File: src/rtl/alu_pkg.sv
// Shared ALU writeback definitions: default operand width, status flag bit
// positions and the writeback FSM state encoding.
package alu_pkg;

  localparam int DATA_SIZE_DEF = 32;
  localparam int FLAG_W        = 5;

  // Status register layout [S Z N V C]
  localparam int FLAG_S = 4;
  localparam int FLAG_Z = 3;
  localparam int FLAG_N = 2;
  localparam int FLAG_V = 1;
  localparam int FLAG_C = 0;

  typedef enum logic [1:0] {
    IDLE  = 2'd0,
    WR_LO = 2'd1,
    WR_HI = 2'd2
  } wb_state_t;

endpackage

File: src/rtl/alu_writeback.sv
// ALU writeback stage: retires ALU results into the register file (one or two
// words) and the status register. Optional macro WB_ZERO_REG_EN protects r0.
module alu_writeback
  import alu_pkg::*;
#(
  parameter int DATA_SIZE  = DATA_SIZE_DEF,
  parameter int REG_ADDR_W = 5
) (
  input  logic                   clkout,
  input  logic                   rst_n,
  input  logic                   in_valid,
  output logic                   in_ready,
  input  logic [2*DATA_SIZE-1:0] in_result,
  input  logic [FLAG_W-1:0]      in_flags,
  input  logic [REG_ADDR_W-1:0]  in_rd,
  input  logic                   in_wide,
  input  logic                   in_wb_en,
  input  logic                   in_flag_we,
  output logic                   rf_we,
  output logic [REG_ADDR_W-1:0]  rf_waddr,
  output logic [DATA_SIZE-1:0]   rf_wdata,
  output logic [FLAG_W-1:0]      status,
  output logic [15:0]            retire_cnt
);

`ifdef WB_ZERO_REG_EN
  localparam bit ZERO_REG_PROT = 1'b1;
`else
  localparam bit ZERO_REG_PROT = 1'b0;
`endif

  wb_state_t             state;
  logic [DATA_SIZE-1:0]  hi_q;
  logic [REG_ADDR_W-1:0] rd_q;
  logic                  wide_q;
  logic                  accept;
  logic [REG_ADDR_W-1:0] hi_addr;

  assign in_ready = (state == IDLE);
  assign accept   = in_valid && in_ready;
  assign hi_addr  = rd_q + 1'b1;

  // A suppressed write leaves rf_waddr/rf_wdata untouched, like any idle cycle.
  function automatic logic write_allowed(input logic [REG_ADDR_W-1:0] addr);
    return !(ZERO_REG_PROT && (addr == '0));
  endfunction

  always_ff @(posedge clkout or negedge rst_n) begin
    if (!rst_n) begin
      state      <= IDLE;
      rf_we      <= 1'b0;
      rf_waddr   <= '0;
      rf_wdata   <= '0;
      status     <= '0;
      retire_cnt <= '0;
      hi_q       <= '0;
      rd_q       <= '0;
      wide_q     <= 1'b0;
    end else begin
      if (accept) begin
        retire_cnt <= retire_cnt + 16'd1;
        if (in_flag_we)
          status <= in_flags;
      end

      // The low word goes out straight from the accept; only the high word waits.
      case (state)
        IDLE: begin
          rf_we <= 1'b0;
          if (accept && in_wb_en) begin
            state  <= WR_LO;
            hi_q   <= in_result[2*DATA_SIZE-1:DATA_SIZE];
            rd_q   <= in_rd;
            wide_q <= in_wide;
            rf_we  <= write_allowed(in_rd);
            if (write_allowed(in_rd)) begin
              rf_waddr <= in_rd;
              rf_wdata <= in_result[DATA_SIZE-1:0];
            end
          end
        end
        WR_LO: begin
          if (wide_q) begin
            state <= WR_HI;
            rf_we <= write_allowed(hi_addr);
            if (write_allowed(hi_addr)) begin
              rf_waddr <= hi_addr;
              rf_wdata <= hi_q;
            end
          end else begin
            state <= IDLE;
            rf_we <= 1'b0;
          end
        end
        WR_HI: begin
          state <= IDLE;
          rf_we <= 1'b0;
        end
        default: begin
          state <= IDLE;
          rf_we <= 1'b0;
        end
      endcase
    end
  end

endmodule

File: config.mk
export PLATFORM = sky130hd
export DESIGN_NAME = alu_writeback
export DESIGN_NICKNAME = d
export VERILOG_FILES = /design/src/rtl/alu_pkg.sv /design/src/rtl/alu_writeback.sv
export SDC_FILE = /design/constraint.sdc
export NUM_CORES = 1
export LEC_CHECK = 0
export ABC_AREA = 1
export CORE_MARGIN = 2
export CORE_UTILIZATION = 40
export CTS_CLUSTER_DIAMETER = 50
export CTS_CLUSTER_SIZE = 8
export DETAILED_ROUTE_END_ITERATION = 10
export GPL_TIMING_DRIVEN = 0
export PLACE_DENSITY = 0.66
export SYNTH_ARGS = -nofsm -noshare
export SYNTH_HDL_FRONTEND = slang
export SYNTH_SLANG_ARGS = --single-unit
File: constraint.sdc
create_clock -name clkout -period 4.5 [get_ports clkout]
set_clock_uncertainty 0.15 [all_clocks]
set_input_delay 0.9 -clock clkout [delete_from_list [all_inputs] [get_ports clkout]]
set_output_delay 0.9 -clock clkout [all_outputs]
set_load 0.005 [all_outputs]
==> impl_metrics.yaml <==
outcome:
  outcome: "completed"
route:
  drt-vias-per-instance: 4.80
  drt_antenna_net_count: 0
  first_iter_violations: 138
  dr.pass1.iters: 4
  wire_per_inst_um: 14.3
  routed-via-count: 3790
  postRouteWirelength_um: 11300
  drc_violations_left: 0
cells_and_area:
  layout-area-overhead-vs-synth_pct: 39.3
  nNetsFinal: 726
  final_cell_mix: "200 x nand2_1, 138 x clkdlybuf4s50_1, 99 x dfrtp_1, 41 x inv_1, 26 x o211ai_1"
  layout.cells.most_common: "nand2_1"
  post_route_cells_drive_above_1_share: 0.0801
  insertedDiodeCount: 0
  design_area_sq_mm: 0.00619
setup_path:
  crit_path_end_kind: "output port"
  setup.worst_path.start_class: "register"
  timing.critical_path.buf_inv: 1
  critical_path.max_stage_delay_ns: 0.53
  timing.rr.end: "hi_q[15]"
  critical_path.max_fanout: 2
  cp.required_ns: 3.45
  worstReg2RegStart: "state[1]"
  reg2reg_setup_slack_ns: 2.77
  cell_chain_critical_path: "nor2_4 -> clkdlybuf4s50_1"
  crit_family: "buffers and inverters"
  worst_r2r_path_depth: 7
  worst_path_max_delay_cell: "clkdlybuf4s50_1"
  criticalPathCategory: "register to output port"
  worstPathArrival_ns: 1.47
timing:
  final_hold_fails: 0
  fmaxAchievable_mhz: 397
  timing_worst_slew_pin_value_ns: 0.630
  worst_slew_margin_rel: 0.580
  final_max_slew_viol_count: 0
  worst_path_setup_slack_after_routing_ns: 1.98
  unrepaired_setup_endpoints_after_global_routing: "false"
  fin_worst_hold_slack_ns: 0.328
  finalSetupViolations: 0
  setup_tns_ns: 0
  layout_worst_path_cycle_share: 0.560
  fin_crit_ns: 2.52
global_route:
  globalRouteMet1Util: 0.256
  met3_layer_usage_reported_by_global_route: 0.0332
  maximum_number_of_pins_on_one_net_before_global_route_repair: 55
  grt.met2_usage: 0.339
  initial_antenna_violation_count: 0
  grt_pass1_vias: 3781
  globalRouteTotalUtil: 0.200
  grt-busiest-layer: "met2"
  grt-ovfl-total: 0
  grt_pass1_wl_um: 18400
synthesis:
  postSynthAreaPerCell_sq_um: 9.01
  post_synthesis_net_count: 575
  ys_warn_count: 0
  postSynthRegisterBits: 99
  syn-cell-area_sq_mm: 0.00444
  synthDominantCellAreaShare: 0.558
  netlist.top_cell.by_area: "dfrtp_1"
  post_synth_inst_count: 493
  synth_cell_types: 30
  seq_area_frac_synth: 0.558
  yosys-top-cells-area: "dfrtp_1 56%, nand2_1 17%, o211ai_1 4.4%"
floorplanning:
  floorplan.die_area_sq_mm: 0.0120
  core.rowCount: 38
  dieHeight_um: 109
  core_region_area_sq_mm: 0.0108
  io_pins: 140
  die_x_um: 109
  start_util: 0.410
hold_path:
  hold-path-cell-count: 2
  hold_path_startpoint: "status[4]"
  hp-class: "register to register"
  worst_hold_endpoint: "status[4]"
clock_network:
  tritoncts.num_buffers: 9
  tritoncts: "done"
  ctsLongestPathBuffers: 2
  ctsResizeCount: 0
  path_clk_slew_ns: 0.09
  cts_hold_buf: 0
  clk-insertion-delay-late_ns: 0.36
  post-cts-setup-buffer-count: 0
  cts_sinks: 99
  clock-root-buffer: "clkbuf_8"
  ctsHtreeMaxLevel: 3
place:
  pre_cts_slack_ns: 1.91
  routabilityCongestion: 0.871
  post-dp-hpwl_um: 8360
  placedInstanceArea_sq_mm: 0.00603
  port_buffers: 139
pwr:
  power_density_mw_per_mm2: 387
  vdd_drop_max_mv: 0.198
  leakage_nw: 2.87
  total_power_mw: 2.40
flow_run:
  max-cap-violations: 0
## layout make-up
| cell class | count | area [sq um] |
|---|---|---|
| plain buffers | 23 | 189 |
| clock buffers | 13 | 139 |
| clock inverters | 3 | 15.0 |
| fillers | 1005 | 4650 |
| inverters | 44 | 168 |
| multi-input cells | 327 | 1610 |
| flip-flops and latches | 99 | 2480 |
| well taps | 140 | 175 |
| repair buffers | 140 | 1420 |
## power breakdown
part	internal [mW]	switching [mW]
clock	0.200	0.288
combinational	0.412	0.299
sequential	1.08	0.120
## worst min-delay path, cell delays in order, from the launching register on
cell,delay [ns]
dfrtp_1,0.35
nand2_1,0.05
nand2_1,0.05
## Yosys cell counts (all sizes together)
cell type    n
nor3         5
nor2        12
xnor2        6
o21ai       33
buf         16
ha           2
clkbuf       7
nand4        5
xor2         5
inv         44
or2          7
nand3b       1
o211ai      36
dfrtp       99
nand3       12
nand2      203
## metrics by stage
step / instances / util
5_1_grt: 789 / 0.571
3_3_place_gp: 772 / 0.554
2_1_floorplan: 493 / -
4_1_cts: 789 / 0.571
3_5_place_dp: 773 / 0.557
6_report: 789 / 0.571
## how the worst max path moves through the flow
stage / start / cells after the start / endpoint / slack (ns)
after floorplan: in_valid / 9 / rf_waddr[1] / 2.67
after global placement: rst_n / 1 / rf_wdata[13] / -1.35
after detailed placement: in_valid / 7 / hi_q[15] / 1.91
after CTS: state[1] / 2 / in_ready / 1.96
after global routing: state[1] / 2 / in_ready / 1.93
final: state[1] / 2 / in_ready / 1.98
## metal layers
metal / up-vias / routed length, um
met1: 1799 / 4900
met4: 0 / 201
met2: 110 / 5640
met3: 16 / 548
met5: - / 0
li1: 1865 / -
## kinds of logic (layout without fill, tap and decap cells)
kind of cell	count (synthesis)	in the layout	synth area share
AOI/OAI and AO/OA	69	69	0.109
buffers and inverters	67	223	0.0803
DFF	99	99	0.558
and+or+nand+nor	245	245	0.226
adders and majority gates	2	2	0.00563
xor gates and xnor gates	11	11	0.0217
## state kept, by name, indices dropped and copies added, names as in the netlist
name        flops
hi_q           32
rd_q            5
retire_cnt     16
rf_waddr        5
rf_wdata       32
rf_we           1
state           2
status          5
wide_q          1
Power figures use the tool's default switching activity.
